### src/rtl/fullchip_pwr_seq_pkg.sv
`default_nettype none
// ============================================================================
// Module   : fullchip_pwr_seq_pkg
// Brief    : State encoding and default phase lengths for the power sequencer.
// Revision : 1.0
// ============================================================================
package fullchip_pwr_seq_pkg;

    typedef enum logic [2:0] {
        ST_IDLE = 3'd0,
        ST_PRE  = 3'd1,
        ST_PWR1 = 3'd2,
        ST_PWR2 = 3'd3,
        ST_POR  = 3'd4,
        ST_REL  = 3'd5,
        ST_RUN  = 3'd6,
        ST_DOWN = 3'd7
    } state_t;

    localparam int unsigned c_DEF_CNT_W    = 16;
    localparam int unsigned c_DEF_PRE_CYC  = 5;
    localparam int unsigned c_DEF_PWR1_CYC = 20;
    localparam int unsigned c_DEF_PWR2_CYC = 20;
    localparam int unsigned c_DEF_POR_CYC  = 50;
    localparam int unsigned c_DEF_REL_CYC  = 10;
    localparam int unsigned c_DEF_DOWN_CYC = 20;

endpackage
`default_nettype wire

### src/rtl/fullchip_pwr_seq_if.sv
`default_nettype none
// ============================================================================
// Module   : fullchip_pwr_seq_if
// Brief    : Control inputs and supply/reset outputs of the power sequencer.
// Revision : 1.0
// ============================================================================
interface fullchip_pwr_seq_if;

    logic       start;
    logic       restart;
    logic       power1;
    logic       power2;
    logic       por_n;
    logic       rstb;
    logic       done;
    logic       busy;
    logic [2:0] state;

    modport master (
        output start,
        output restart,
        input  power1,
        input  power2,
        input  por_n,
        input  rstb,
        input  done,
        input  busy,
        input  state
    );

    modport slave (
        input  start,
        input  restart,
        output power1,
        output power2,
        output por_n,
        output rstb,
        output done,
        output busy,
        output state
    );

endinterface
`default_nettype wire

### src/rtl/fullchip_pwr_seq.sv
`default_nettype none
// ============================================================================
// Module   : fullchip_pwr_seq
// Brief    : Cycle-accurate supply/POR/resetb sequencer with power-down restart.
// Revision : 1.0
// ============================================================================
module fullchip_pwr_seq
    import fullchip_pwr_seq_pkg::*;
#(
    parameter int unsigned CNT_W      = c_DEF_CNT_W,
    parameter int unsigned PRE_CYC    = c_DEF_PRE_CYC,
    parameter int unsigned PWR1_CYC   = c_DEF_PWR1_CYC,
    parameter int unsigned PWR2_CYC   = c_DEF_PWR2_CYC,
    parameter int unsigned POR_CYC    = c_DEF_POR_CYC,
    parameter int unsigned REL_CYC    = c_DEF_REL_CYC,
    parameter int unsigned DOWN_CYC   = c_DEF_DOWN_CYC,
    parameter bit          AUTO_START = 1'b1
) (
    input  wire logic          clk,
    input  wire logic          rst,
    fullchip_pwr_seq_if.slave  bus
);

    localparam longint unsigned c_LIMIT = 64'd1 << CNT_W;

    if ((64'(PRE_CYC)  >= c_LIMIT) || (64'(PWR1_CYC) >= c_LIMIT) ||
        (64'(PWR2_CYC) >= c_LIMIT) || (64'(POR_CYC)  >= c_LIMIT) ||
        (64'(REL_CYC)  >= c_LIMIT) || (64'(DOWN_CYC) >= c_LIMIT)) begin : g_cyc_range_err
        $error("fullchip_pwr_seq: a phase length does not fit in CNT_W bits");
    end

    localparam logic [CNT_W-1:0] c_PRE  = CNT_W'(PRE_CYC);
    localparam logic [CNT_W-1:0] c_PWR1 = CNT_W'(PWR1_CYC);
    localparam logic [CNT_W-1:0] c_PWR2 = CNT_W'(PWR2_CYC);
    localparam logic [CNT_W-1:0] c_POR  = CNT_W'(POR_CYC);
    localparam logic [CNT_W-1:0] c_REL  = CNT_W'(REL_CYC);
    localparam logic [CNT_W-1:0] c_DOWN = CNT_W'(DOWN_CYC);

    state_t           r_state,  w_state_nxt;
    logic [CNT_W-1:0] r_cnt,    w_cnt_nxt;
    logic [CNT_W-1:0] w_lim;
    logic             w_at_lim;
    logic             r_power1, w_power1_nxt;
    logic             r_power2, w_power2_nxt;
    logic             r_por_n,  w_por_n_nxt;
    logic             r_rstb,   w_rstb_nxt;
    logic             r_done,   w_done_nxt;
    logic             r_busy,   w_busy_nxt;

    always_ff @(posedge clk or posedge rst) begin
        if (rst) begin
            r_state  <= ST_IDLE;
            r_cnt    <= '0;
            r_power1 <= 1'b0;
            r_power2 <= 1'b0;
            r_por_n  <= 1'b1;
            r_rstb   <= 1'b1;
            r_done   <= 1'b0;
            r_busy   <= 1'b0;
        end else begin
            r_state  <= w_state_nxt;
            r_cnt    <= w_cnt_nxt;
            r_power1 <= w_power1_nxt;
            r_power2 <= w_power2_nxt;
            r_por_n  <= w_por_n_nxt;
            r_rstb   <= w_rstb_nxt;
            r_done   <= w_done_nxt;
            r_busy   <= w_busy_nxt;
        end
    end

    always_comb begin
        case (r_state)
            ST_PRE:  w_lim = c_PRE;
            ST_PWR1: w_lim = c_PWR1;
            ST_PWR2: w_lim = c_PWR2;
            ST_POR:  w_lim = c_POR;
            ST_REL:  w_lim = c_REL;
            ST_DOWN: w_lim = c_DOWN;
            default: w_lim = '0;
        endcase
    end

    assign w_at_lim = (r_cnt == w_lim);

    always_comb begin
        w_state_nxt  = r_state;
        w_cnt_nxt    = r_cnt + CNT_W'(1);
        w_power1_nxt = r_power1;
        w_power2_nxt = r_power2;
        w_por_n_nxt  = r_por_n;
        w_rstb_nxt   = r_rstb;
        w_done_nxt   = r_done;

        case (r_state)
            ST_IDLE: begin
                w_cnt_nxt    = '0;
                w_power1_nxt = 1'b0;
                w_power2_nxt = 1'b0;
                w_por_n_nxt  = 1'b1;
                w_rstb_nxt   = 1'b1;
                w_done_nxt   = 1'b0;
                if (bus.start || AUTO_START) begin
                    w_state_nxt = ST_PRE;
                end
            end
            ST_RUN: begin
                w_cnt_nxt = '0;
                if (bus.restart) begin
                    w_state_nxt  = ST_DOWN;
                    w_rstb_nxt   = 1'b0;
                    w_done_nxt   = 1'b0;
                    w_power2_nxt = 1'b0;
                end
            end
            ST_DOWN: begin
                if (w_at_lim) begin
                    w_state_nxt  = ST_IDLE;
                    w_cnt_nxt    = '0;
                    w_power1_nxt = 1'b0;
                    w_por_n_nxt  = 1'b1;
                    w_rstb_nxt   = 1'b1;
                end
            end
            default: begin
                // Power-up phases: an abort takes priority over the phase exit.
                if (bus.restart) begin
                    w_state_nxt  = ST_DOWN;
                    w_cnt_nxt    = '0;
                    w_rstb_nxt   = 1'b0;
                    w_done_nxt   = 1'b0;
                    w_power2_nxt = 1'b0;
                end else if (w_at_lim) begin
                    w_cnt_nxt = '0;
                    case (r_state)
                        ST_PRE: begin
                            w_state_nxt = ST_PWR1;
                            w_rstb_nxt  = 1'b0;
                            w_por_n_nxt = 1'b0;
                        end
                        ST_PWR1: begin
                            w_state_nxt  = ST_PWR2;
                            w_power1_nxt = 1'b1;
                        end
                        ST_PWR2: begin
                            w_state_nxt  = ST_POR;
                            w_power2_nxt = 1'b1;
                        end
                        ST_POR: begin
                            w_state_nxt = ST_REL;
                            w_por_n_nxt = 1'b1;
                        end
                        default: begin
                            w_state_nxt = ST_RUN;
                            w_rstb_nxt  = 1'b1;
                            w_done_nxt  = 1'b1;
                        end
                    endcase
                end
            end
        endcase

        w_busy_nxt = (w_state_nxt != ST_IDLE) && (w_state_nxt != ST_RUN);
    end

    assign bus.power1 = r_power1;
    assign bus.power2 = r_power2;
    assign bus.por_n  = r_por_n;
    assign bus.rstb   = r_rstb;
    assign bus.done   = r_done;
    assign bus.busy   = r_busy;
    assign bus.state  = r_state;

    a_pwr_order: assert property (@(posedge clk) disable iff (rst)
        r_power2 |-> r_power1);

    a_done_ok: assert property (@(posedge clk) disable iff (rst)
        r_done |-> (r_power1 && r_power2 && r_rstb && r_por_n));

endmodule
`default_nettype wire

### src/flat_wrapper.sv
// flat-port wrapper written by rule: the top's interface ports become plain ports
module fullchip_pwr_seq_flat import fullchip_pwr_seq_pkg::*;
#(
    parameter int unsigned CNT_W      = c_DEF_CNT_W,
    parameter int unsigned PRE_CYC    = c_DEF_PRE_CYC,
    parameter int unsigned PWR1_CYC   = c_DEF_PWR1_CYC,
    parameter int unsigned PWR2_CYC   = c_DEF_PWR2_CYC,
    parameter int unsigned POR_CYC    = c_DEF_POR_CYC,
    parameter int unsigned REL_CYC    = c_DEF_REL_CYC,
    parameter int unsigned DOWN_CYC   = c_DEF_DOWN_CYC,
    parameter bit          AUTO_START = 1'b1
)
  (clk, rst, bus_start, bus_restart, bus_power1, bus_power2, bus_por_n, bus_rstb, bus_done, bus_busy, bus_state);
  fullchip_pwr_seq_if bus_i ();
  input  wire logic clk;
  input  wire logic rst;
  input wire logic [$bits(bus_i.start)-1:0] bus_start;
  input wire logic [$bits(bus_i.restart)-1:0] bus_restart;
  output wire logic [$bits(bus_i.power1)-1:0] bus_power1;
  output wire logic [$bits(bus_i.power2)-1:0] bus_power2;
  output wire logic [$bits(bus_i.por_n)-1:0] bus_por_n;
  output wire logic [$bits(bus_i.rstb)-1:0] bus_rstb;
  output wire logic [$bits(bus_i.done)-1:0] bus_done;
  output wire logic [$bits(bus_i.busy)-1:0] bus_busy;
  output wire logic [$bits(bus_i.state)-1:0] bus_state;
  assign bus_i.start = bus_start;
  assign bus_i.restart = bus_restart;
  assign bus_power1 = bus_i.power1;
  assign bus_power2 = bus_i.power2;
  assign bus_por_n = bus_i.por_n;
  assign bus_rstb = bus_i.rstb;
  assign bus_done = bus_i.done;
  assign bus_busy = bus_i.busy;
  assign bus_state = bus_i.state;
  fullchip_pwr_seq #(.CNT_W(CNT_W), .PRE_CYC(PRE_CYC), .PWR1_CYC(PWR1_CYC), .PWR2_CYC(PWR2_CYC), .POR_CYC(POR_CYC), .REL_CYC(REL_CYC), .DOWN_CYC(DOWN_CYC), .AUTO_START(AUTO_START)) u_core (.clk(clk), .rst(rst), .bus(bus_i));
endmodule
### config.mk
export PLATFORM = sky130hd
export DESIGN_NAME = fullchip_pwr_seq_flat
export DESIGN_NICKNAME = d
export VERILOG_FILES = /design/src/rtl/fullchip_pwr_seq_pkg.sv /design/src/rtl/fullchip_pwr_seq_if.sv /design/src/rtl/fullchip_pwr_seq.sv /design/src/flat_wrapper.sv
export SDC_FILE = /design/constraint.sdc
export NUM_CORES = 1
export LEC_CHECK = 0
export ABC_AREA = 1
export ABC_CLOCK_PERIOD_IN_PS = 2000
export CORE_ASPECT_RATIO = 1.75
export CORE_MARGIN = 5
export CORE_UTILIZATION = 45
export CTS_CLUSTER_SIZE = 30
export DETAILED_ROUTE_END_ITERATION = 7
export GPL_TIMING_DRIVEN = 0
export PLACE_DENSITY_LB_ADDON = 0.12
export SKIP_LAST_GASP = 1
export SLEW_MARGIN = 20
export SYNTH_ARGS = -nofsm -noshare
export SYNTH_HDL_FRONTEND = slang
export SYNTH_SLANG_ARGS = --single-unit
### constraint.sdc
create_clock -name clk -period 2 [get_ports clk]
set_input_delay 0.3 -clock clk [delete_from_list [all_inputs] [get_ports clk]]
set_output_delay 0.3 -clock clk [all_outputs]
set_load 0.01 [all_outputs]
== Word-level counts from Yosys, hierarchy flattened ==
Index checks and enable logic that the tools add are counted.

* Bitwise logic cells: 2
* Reductions and logical operators: 17
* Mux-type cells: 33
* Add/sub/neg operators: 1
* Equal/unequal tests: 14

{| class="wikitable"
|+ Operator list
! cell !! count
|-
| $mux W16 || 2
|-
| $pmux W16 S2 || 1
|-
| $pmux W6 S4 || 1
|-
| $add A16 B1 Y16 const B || 1
|-
| $eq A16 B6 Y1 || 1
|-
| $mux W1 || 16
|-
| $pmux W1 S3 || 5
|-
| $eq A3 B3 Y1 const B || 4
|-
| $mux W3 || 4
|-
| $pmux W3 S4 || 1
|-
| $reduce_and A4 Y1 || 3
|-
| $reduce_bool A3 Y1 || 4
|-
| $reduce_and A5 Y1 || 2
|-
| $pmux W3 S3 || 1
|-
| $eq A3 B2 Y1 const B || 2
|-
| $ne A3 B1 Y1 const B || 2
|-
| $reduce_or A3 Y1 || 2
|-
| $ne A4 B1 Y1 const B || 1
|-
| $pmux W1 S2 || 2
|-
| $reduce_bool A4 Y1 || 1
|-
| $reduce_or A4 Y1 || 1
|-
| $eq A3 B1 Y1 const B || 1
|-
| $logic_not A3 Y1 || 1
|-
| $ne A3 B3 Y1 const B || 1
|-
| 6 further kinds || 7
|}

* Input port bits: 4
* Logic and storage cells: 75
* Bits in registers: 25

== Longest topological paths before layout ==
Gate-level depths: netlist (run 1).

* Word-level depth: 9
* Depth in mapped cells: 14
* Gate-level depth less buffers: 13

== Worst setup path before layout (run 1) ==
OpenSTA, ideal clock, no wires.

* Kind: flip-flop to flip-flop
* Start: register u_core.r_state[2] (netlist: u_core.bus.state[2])
* End: register u_core.r_busy (netlist: u_core.bus.busy)
* Arrival time: 1.546 ns
* Slack: 0.327 ns
* Clock period less this slack: 1.673 ns
* Library setup time: 0.127 ns
* Cell stages (with the launch flop): 10
* Cell sequence: dfrtp_1 -> buf_2 -> nand3_1 -> inv_1 -> nor2_1 -> inv_1 -> nor3_1 -> nand3_1 -> o21ai_1 -> nand3_1

* Word-level cells in the longest chain between the ends: 9
* Elaborated cells on any way between the ends: 20
* Those cells by class: eq/ne: 9; mux: 7; reduce/logical: 4

{| class="wikitable"
|+ RTL lines
! item !! RTL line !! source
|-
| start: declaration || fullchip_pwr_seq.sv:39 || <nowiki>state_t r_state, w_state_nxt;</nowiki>
|-
| start signal: assignment || fullchip_pwr_seq.sv:61 || <nowiki>r_state <= w_state_nxt;</nowiki>
|-
| $eq A3 B2 Y1 or $eq A3 B3 Y1 (tied branches) || fullchip_pwr_seq.sv:73, fullchip_pwr_seq.sv:135, fullchip_pwr_seq.sv:95 ||
|-
| $reduce_or A3 Y1 (no line) || n/a ||
|-
| $pmux W6 S4 || fullchip_pwr_seq.sv:73 || <nowiki>case (r_state)</nowiki>
|-
| $eq A16 B6 Y1 || fullchip_pwr_seq.sv:84 || <nowiki>assign w_at_lim = (r_cnt == w_lim);</nowiki>
|-
| $mux W3 || fullchip_pwr_seq.sv:133 || <nowiki>end else if (w_at_lim) begin</nowiki>
|-
| $mux W3 || fullchip_pwr_seq.sv:127 || <nowiki>if (bus.restart) begin</nowiki>
|-
| $pmux W3 S3 (*) || fullchip_pwr_seq.sv:95 || <nowiki>case (r_state)</nowiki>
|-
| $ne A3 B3 Y1 or $reduce_bool A3 Y1 (tied branches) || fullchip_pwr_seq.sv:163 || <nowiki>w_busy_nxt = (w_state_nxt != ST_IDLE) && (w_state_nxt != ST_RUN);</nowiki>
|-
| $logic_and A1 B1 Y1 (*) || fullchip_pwr_seq.sv:163 ||
|-
| via u_core.w_busy_nxt || fullchip_pwr_seq.sv:48 || <nowiki>logic r_busy, w_busy_nxt;</nowiki>
|-
| end signal: assignment || fullchip_pwr_seq.sv:68 || <nowiki>r_busy <= w_busy_nxt;</nowiki>
|-
| end: declaration || fullchip_pwr_seq.sv:48 ||
|}

The timed path passes the listed nets; every way through them passes the cells marked *.
A chain may end at the register's enable or synchronous reset.

== Final worst setup path (run 1) ==
* Start: register u_core.r_state[0] (netlist: u_core.bus.state[0])
* End: register u_core.r_busy (netlist: u_core.bus.busy)

The elaborated chain is that of the path after synthesis.

==> results of run 1 <==
-- layout make-up --
class | instances | area [um^2]
Multi-Input combinational cell | 161 | 824.5
Buffer | 3 | 27.53
Inverter | 36 | 135.1
Tap cell | 45 | 56.30
Clock buffer | 4 | 45.04
Fill cell | 352 | 1570
Timing Repair Buffer | 11 | 110.1
Sequential cell | 25 | 629.4
-- flip-flops by register name, summed over array words and instances, names as in the netlist --
| register | cells |
|---|---|
| u_core.bus.rstb | 1 |
| u_core.bus.state | 3 |
| u_core.bus.done | 1 |
| u_core.bus.power1 | 1 |
| u_core.r_cnt | 16 |
| u_core.bus.por_n | 1 |
| u_core.bus.power2 | 1 |
| u_core.bus.busy | 1 |
-- final timing paths --
| check | to | cells after the start |
|---|---|---|
| worst min-delay path | u_core.bus.rstb | 2 |
| worst max-delay path | u_core.bus.busy | 14 |
| worst min register to register | u_core.bus.rstb | 2 |
| worst max register to register | u_core.bus.busy | 14 |
| min in group asynchronous | u_core.r_cnt[13] | 2 |
| max in group asynchronous | u_core.bus.state[1] | 2 |
-- report_power, final --
part	internal, uW	total, uW	switching [uW]
sequential	634	723	89.3
clock	142	298	155
combinational	556	1490	929
total	1330	2510	1170
-- tightest hold or removal path, cell delays in order, from the launching register on --
cell     delay (ns)
dfstp_2        0.37
nand2_1        0.05
o21ai_1        0.05
-- logic make-up (layout without fill, tap and decap cells) --
kind of cell	count (synthesis)	count (layout)	synth area share [%]
adders and majority gates	1	1	0.7935
xor gates and xnor gates	3	3	1.667
DFF	25	25	39.84
buffers and inverters	39	54	9.921
AOI/OAI and AO/OA	26	26	9.048
and+or+nand+nor	131	131	38.73
-- stage by stage --
stage          TNS [ns]  power [uW]  hold WS [ns]
3_5_place_dp          0        2149        0.4654
4_1_cts               0        2455        0.4782
6_report              0        2506        0.4751
2_1_floorplan         0        1716        0.3258
5_1_grt        -0.07123        2735        0.4959
3_3_place_gp          0        2129        0.4624
-- layer usage --
layer  up-vias  GRT usage [%]
met5         -              0
met4         0          10.43
met3        12          1.518
met2        29          30.28
met1       647          17.32
li1        747              -
-- cells in the final DEF, fill, tap and decap left out, drive strengths merged --
| cell | n |
|---|---|
| nand2 | 52 |
| nor2 | 38 |
| inv | 36 |
| nand3 | 28 |
| dfrtp | 23 |
| a21oi | 12 |
| clkdlybuf4s50 | 11 |
| o21ai | 11 |
| nor3 | 9 |
| clkbuf | 4 |
| buf | 3 |
| a31oi | 2 |
| xnor2 | 2 |
| dfstp | 2 |
| nor3b | 2 |
| nand4 | 1 |
| nor4 | 1 |
| o21a | 1 |
| xor2 | 1 |
| ha | 1 |
==> flow_summary.json, run 1 <==
{
  "status": "completed",
  "worstPathMaxFanout": 8,
  "yosys_warnings": 0,
  "post-route-util_pct": 53.79,
  "maxSlewHeadroom_pct": 37.21,
  "min-delay-path-class": "register to register",
  "finClkSkew_ns": 0.003824,
  "grt_usage_pct": 16.71,
  "pre_cts_ws_ns": 0.03884,
  "die_h_um": 88.30,
  "ctsHoldBuffers": 0,
  "row_count": 28,
  "cts_buffer_depth": 2,
  "layoutNonFillerInstCount": 285,
  "numCtsBuffers": 3,
  "wl_per_cell_um": 12.42,
  "critPathCaptureType": "register",
  "port_buffers": 11,
  "wirelength_met1_mm": 1.359,
  "async_flop_share_pct": 100.0,
  "placed_area_mm2": 0.001743,
  "start_util_pct": 46.39,
  "top_layer_used": "met4",
  "num_antenna_cells": 0,
  "cts_setup_buffers": 0,
  "r2r-start": "u_core.bus.state[0]",
  "synth_edf_count": 0,
  "fin_crit_sh_pct": 92.70,
  "firstDrtPassIters": 4,
  "dr_total_vias": 1435,
  "critPathKind": "register to register",
  "path_cells": "buf_6, nor2_2, nand2_2, nand2_1, nand2_1, inv_1, nand2_1, nor2_4, nand2_4, nand2_2, nand2_2, a21oi_4, nand2_1, nand3_1",
  "grt_max_degree": 26,
  "drt_wl_total_mm": 3.541,
  "synth_nets": 230,
  "synth-seq-cells": 25,
  "crit_top_cell": "nand2_1",
  "place_hpwl_mm": 2.792,
  "hp-start": "u_core.bus.rstb",
  "syn_area_mm2": 0.001577,
  "power_leakage_uw": 0.0008921,
  "die_x_um": 54.74,
  "layout_min_cycle_time_ns": 1.854,
  "dp.cells": 281,
  "hold_viol_final": 0,
  "cp_num_buf_inv": 2,
  "nNetsFinal": 246,
  "drt-vias-per-instance": 5.035,
  "synth_cells": 225,
  "fin_ws_ns": 0.1459,
  "start_kind": "register",
  "wl_met2_mm": 1.957,
  "drcViolationCount": 0,
  "synth.avg_cell_area_um2": 7.007,
  "drive_above_1_share_pct": 12.50,
  "fin_area_mm2": 0.001828,
  "wl_met3_um": 79,
  "cp.arrival_ns": 2.06,
  "grt_pass1_vias": 1369,
  "cts_num_sinks": 25,
  "max_stage_delay_ns": 0.40,
  "htree_levels": 1,
  "overflow": 0,
  "antenna_found_initial": 0,
  "worst_pin_slew_ns": 0.9409,
  "ys_seq_area_share_pct": 39.84,
  "io_pins": 13,
  "syn2layout_area_growth_pct": 15.95,
  "clkTransAtPathRegs_ns": 0.09,
  "synthTopCellsByArea": "dfrtp_1, nand2_1, nand3_1",
  "yosysTopAreaCellShare_pct": 36.51,
  "yosysMostFrequentCell": "nand2_1",
  "synth_cell_types": 30,
  "post_cts_resized": 0,
  "clk_root_buffer_cell": "clkbuf_8",
  "peakVddDrop_v": 0.0005176,
  "first_iter_violations": 27,
  "clk_latency_ns": 0.27,
  "synth_area_leader_cell": "dfrtp_1",
  "cp.required_ns": 2.21,
  "drv_cap": 0,
  "core_mm2": 0.003398,
  "finalSetupViolCount": 0,
  "slew_violations": 0,
  "power_density_mw_per_mm2": 1371,
  "ys_top_cells_by_count": "nand2_1, inv_1, nor2_1",
  "antenna_left": 0,
  "fmax_mhz": 539.4,
  "die_area_mm2": 0.004834,
  "critical-path-top-delay-family": "simple AND/OR/NAND/NOR gates",
  "cp_slowest_cell": "dfrtp_1",
  "cts_tree": "yes",
  "gp_congestion": 0.8288,
  "grt_setup_unrepaired": "yes",
  "synth_ff_type": "dfrtp_1",
  "grt_pass1_wl_mm": 5.844,
  "critPathLaunch": "u_core.bus.state[0]",
  "rrSetupSlack_ns": 0.15
}
(Power assumes the default switching activity.)
==> inputs of run 2 (changes only) <==
Settings changed: ABC_CLOCK_PERIOD_IN_PS 2000 to 1700.
Clock period 2 ns to 1.7 ns, I/O delays scaled along.
==> flow_summary.json, run 2 (synthesis results as in run 1) <==
{
  "clk_root_buffer_cell": "clkbuf_8",
  "grt_max_degree": 26,
  "place_hpwl_mm": 2.792,
  "finalSetupViolCount": 25,
  "fin_ws_ns": -0.1658,
  "cts_tree": "yes",
  "drv_cap": 0,
  "cts_num_sinks": 25,
  "power_leakage_uw": 0.001024,
  "cp.arrival_ns": 2.08,
  "clk_latency_ns": 0.27,
  "layout_min_cycle_time_ns": 1.866,
  "first_iter_violations": 44,
  "numCtsBuffers": 3,
  "failed_checks": "setup timing",
  "grt_pass1_wl_mm": 6.230,
  "nFillCells": 307,
  "placed_area_mm2": 0.001743,
  "grt_pass1_vias": 1460,
  "holdPathEnd": "u_core.r_cnt[0]",
  "grt_setup_unrepaired": "yes",
  "power_density_mw_per_mm2": 1677,
  "regMostFlops": "u_core.r_cnt",
  "drive_above_1_share_pct": 33.72,
  "wl_per_cell_um": 13.42,
  "total_power_uw": 3685,
  "slew_violations": 0,
  "fin_crit_sh_pct": 109.8,
  "fmax_mhz": 536.0,
  "antenna_left": 0,
  "fin_area_mm2": 0.002197,
  "num_antenna_cells": 0,
  "die_x_um": 54.74,
  "row_count": 28,
  "io_pins": 13,
  "cp.required_ns": 1.91,
  "firstDrtPassIters": 4,
  "core_mm2": 0.003398,
  "die_h_um": 88.30,
  "hold_viol_final": 0,
  "ff_latch_area_um2": 629.4,
  "rrSetupSlack_ns": -0.17,
  "start_util_pct": 46.39,
  "gp_congestion": 0.8288,
  "largest_reg_flops": 16,
  "drt_wl_total_mm": 4.106,
  "multi_input_area_mm2": 0.001007,
  "min-delay-path-class": "register to register",
  "die_area_mm2": 0.004834,
  "post-route-util_pct": 64.65,
  "hp-start": "u_core.r_cnt[0]",
  "drcViolationCount": 0,
  "final_cell_mix": "nand2_1, inv_1, nand3_1, nor2_1, dfrtp_1",
  "cts_buffer_depth": 2,
  "r2r_end": "u_core.bus.busy",
  "syn2layout_area_growth_pct": 39.37,
  "start_kind": "register",
  "critPathKind": "register to register",
  "worstPathMaxFanout": 8,
  "overflow": 0,
  "drt-vias-per-instance": 5.111,
  "status": "finished with violations",
  "maxSlewHeadroom_pct": 36.22,
  "htree_levels": 1,
  "worst_pin_slew_ns": 0.9556,
  "nNetsFinal": 267,
  "clkTransAtPathRegs_ns": 0.09,
  "worst_r2r_path_depth": 12,
  "antenna_found_initial": 0,
  "min_path_cells": 1,
  "critPathCaptureType": "register",
  "final_common_cell": "nand2_1",
  "r2r-start": "u_core.bus.state[1]",
  "port_buffers": 11,
  "dr_total_vias": 1564,
  "finClkSkew_ns": 0.003676,
  "peakVddDrop_v": 0.001072,
  "grt_usage_pct": 17.72
}
## run 2: cell types whose count changed in the layout (fill, tap and decap cells not counted), sizes merged
| cell | change |
|---|---|
| buf | +20 |
| clkbuf | +1 |
## run 2: what timing repair did
action,in CTS,in global routing
hold buffers,0,0
setup buffers,8,12
endpoints found under the setup margin,25,26
resized for setup,32,34
pin swaps,12,13
gates cloned,0,1
## run 2: cell type report
| type | instances | share of cell area, % |
|---|---|---|
| repair buffers | 32 | 12.98 |
| plain buffers | 3 | 1.538 |
| well taps | 45 | 2.563 |
| clock buffers | 4 | 2.050 |
| inverters | 36 | 6.378 |
| multi-input cells | 161 | 45.84 |
| flip-flops and latches | 25 | 28.64 |
## run 2: worst max-delay path by stage
| stage | startpoint | to | cells past startpoint |
|---|---|---|---|
| finish | u_core.bus.state[1] | u_core.bus.busy | 12 |
| global route | u_core.bus.state[1] | u_core.bus.busy | 12 |
| CTS | u_core.bus.state[1] | u_core.bus.busy | 13 |
| detailed placement | u_core.bus.state[2] | u_core.bus.busy | 9 |
| global placement | u_core.bus.state[2] | u_core.bus.busy | 9 |
| floorplan | u_core.bus.state[2] | u_core.bus.busy | 9 |
## run 2: worst max-delay path: stages (launching register included)
cell     delay, ns
dfrtp_2       0.53
inv_4         0.09
nand3_1       0.11
nand2_1       0.08
nand2_1       0.09
nand3_2       0.09
nor2_4        0.19
nand2_4       0.15
nand2_4       0.11
nand2_4       0.06
a21oi_4       0.15
nand2_1       0.07
nand3_1       0.07
## run 2: where the power goes
group          internal, uW  switching, uW
combinational          1050           1410
clock                   168            188
sequential              746            116
total                  1970           1720
## run 2: metal layers
layer	share of wire, %	track usage, %	wire [um]	vias to the layer above
li1	-	-	-	786
met1	37	18.09	1508	740
met2	58	31.90	2374	25
met3	1.7	1.686	68	13
met4	3.8	12.02	154	0
met5	0	0	0	-
## run 2: through the flow
stage / setup TNS [ns] / hold WS [ns] / std cells / setup slack (ns)
2_1_floorplan: 0 / 0.2808 / 225 / 0.02695
3_3_place_gp: -3.385 / 0.4624 / 281 / -0.2683
3_5_place_dp: -4.033 / 0.4654 / 281 / -0.2612
4_1_cts: -1.089 / 0.4750 / 293 / -0.07908
5_1_grt: -4.797 / 0.4942 / 306 / -0.2606
6_report: -2.009 / 0.4765 / 306 / -0.1658
==> inputs of run 3 (changes only) <==
Settings changed: CORE_ASPECT_RATIO 1.75 to default, TNS_END_PERCENT from default to 50.
==> flow_summary.json, run 3 (synthesis results as in run 1) <==
{
  "pre_cts_ws_ns": -0.2312,
  "p_int_uw": 1859,
  "failed_checks": "setup timing",
  "cp_num_buf_inv": 2,
  "status": "finished with violations",
  "largest_reg_flops": 16,
  "cts_tree": "yes",
  "nNetsFinal": 267,
  "num_antenna_cells": 0,
  "cts_num_sinks": 25,
  "start_kind": "register",
  "max_stage_delay_ns": 0.55,
  "finClkSkew_ns": 0.01010,
  "clk_root_buffer_cell": "clkbuf_4",
  "peakVddDrop_v": 0.0009181,
  "grt_pass1_wl_mm": 6.465,
  "cp_slowest_cell": "dfrtp_2",
  "io_pins": 13,
  "worstPathMaxFanout": 8,
  "cts_buffer_depth": 2,
  "cp.required_ns": 1.97,
  "critPathKind": "register to register",
  "antenna_left": 0,
  "first_iter_violations": 85,
  "total_power_uw": 3537,
  "post-route-util_pct": 63.32,
  "slew_violations": 0,
  "htree_levels": 1,
  "finalSetupViolCount": 24,
  "syn2layout_area_growth_pct": 35.08,
  "antenna_found_initial": 0,
  "grt_setup_unrepaired": "yes",
  "dr_total_vias": 1579,
  "drt-vias-per-instance": 5.143,
  "final_common_cell": "nand2_1",
  "fin_ws_ns": -0.1148,
  "final_cell_mix": "nand2_1, inv_1, nor2_1, dfrtp_1, nand3_1",
  "die_area_mm2": 0.004787,
  "die_h_um": 69.19,
  "clk_latency_ns": 0.32,
  "gp_congestion": 0.8737,
  "numCtsBuffers": 3,
  "swShare_pct": 47.45,
  "seqPwrFrac_pct": 24.4,
  "worst_pin_slew_ns": 0.9132,
  "grt_pass1_vias": 1396,
  "cp.arrival_ns": 2.08,
  "start_util_pct": 46.87,
  "core_mm2": 0.003363,
  "ctsHoldBuffers": 0,
  "critical-path-top-delay-family": "simple AND/OR/NAND/NOR gates",
  "power_leakage_uw": 0.001016,
  "critPathCaptureType": "register",
  "grt_usage_pct": 15.94,
  "power.share.clock_pct": 7.9,
  "die_x_um": 69.19,
  "setup_tns_ns": -1.529,
  "switching_power_uw": 1678,
  "fmax_mhz": 551.0,
  "fin_crit_sh_pct": 106.8,
  "place_hpwl_mm": 2.505,
  "drv_cap": 0,
  "row_count": 21,
  "maxSlewHeadroom_pct": 38.74,
  "drcViolationCount": 0,
  "path_cells": "inv_4, buf_6, nand3_4, nor2_2, nor2_1, nand2_2, nor2_4, nand2_4, o21ai_4, nand3_2, o21ai_2",
  "wl_per_cell_um": 13.22,
  "port_buffers": 11,
  "power_frac_comb_pct": 67.6,
  "grt_max_degree": 26,
  "clkTransAtPathRegs_ns": 0.15,
  "hold_viol_final": 0,
  "layout_min_cycle_time_ns": 1.815,
  "drive_above_1_share_pct": 30.65,
  "power_density_mw_per_mm2": 1661,
  "drt_wl_total_mm": 4.060,
  "regMostFlops": "u_core.r_cnt",
  "overflow": 0,
  "min-delay-path-class": "input port to async pin",
  "firstDrtPassIters": 4
}
## run 3: through the flow
stage | instances | hold slack, ns | cell area [um^2]
2_1_floorplan | 225 | 0.2808 | 1577
3_3_place_gp | 282 | 0.4598 | 1744
3_5_place_dp | 282 | 0.4771 | 1744
4_1_cts | 295 | 0.4744 | 1922
5_1_grt | 307 | 0.3601 | 2130
6_report | 307 | 0.3020 | 2130
## run 3: layout make-up
type	instances	area, um^2
clock buffer	4	26.28
timing repair buffer	32	275.3
inverter	36	141.4
buffer	3	33.78
sequential	25	629.4
multi-input combinational	161	965.9
tap	46	57.56
fill	290	1234
## run 3: repair_timing
item,in CTS,in global routing
endpoints found under the setup margin,24,27
pin swaps,10,14
gates resized for setup,24,32
buffers inserted,9,12
## run 3: per-layer routing
layer | track usage, % | wire length, um | vias to the layer above
li1 | - | - | 798
met1 | 21.79 | 1835 | 740
met2 | 27.12 | 2045 | 37
met3 | 2.174 | 143 | 4
met4 | 2.820 | 35 | 0
met5 | 0 | 0 | -
## run 3: worst register-to-register path, delay by kind of cell, from the launching register on
kind | cells | cell delay [ns]
AND/OR/NAND/NOR | 7 | 0.66
AO/OA/AOI/OAI | 2 | 0.33
flip-flops | 1 | 0.55
buffers and inverters | 2 | 0.22
## run 3: final timing paths
path                                     start                   to  slack, ns  cells past startpoint
min                                        rst  u_core.bus.state[0]       0.30                      2
max in group asynchronous                  rst  u_core.bus.state[1]       0.93                      2
max                        u_core.bus.state[1]      u_core.bus.rstb      -0.11                     11
min in group clk               u_core.bus.rstb      u_core.bus.rstb       0.49                      2
max reg2reg                u_core.bus.state[1]      u_core.bus.rstb      -0.11                     11
min reg2reg                    u_core.bus.rstb      u_core.bus.rstb       0.49                      2
## run 3: power groups by stage
stage          combinational [uW]  clock (uW)  sequential [uW]
2_1_floorplan                1130           0              889
3_3_place_gp                 1610           0              849
3_5_place_dp                 1620           0              859
4_1_cts                      1890         282              855
5_1_grt                      2620         308              879
6_report                     2390         280              865
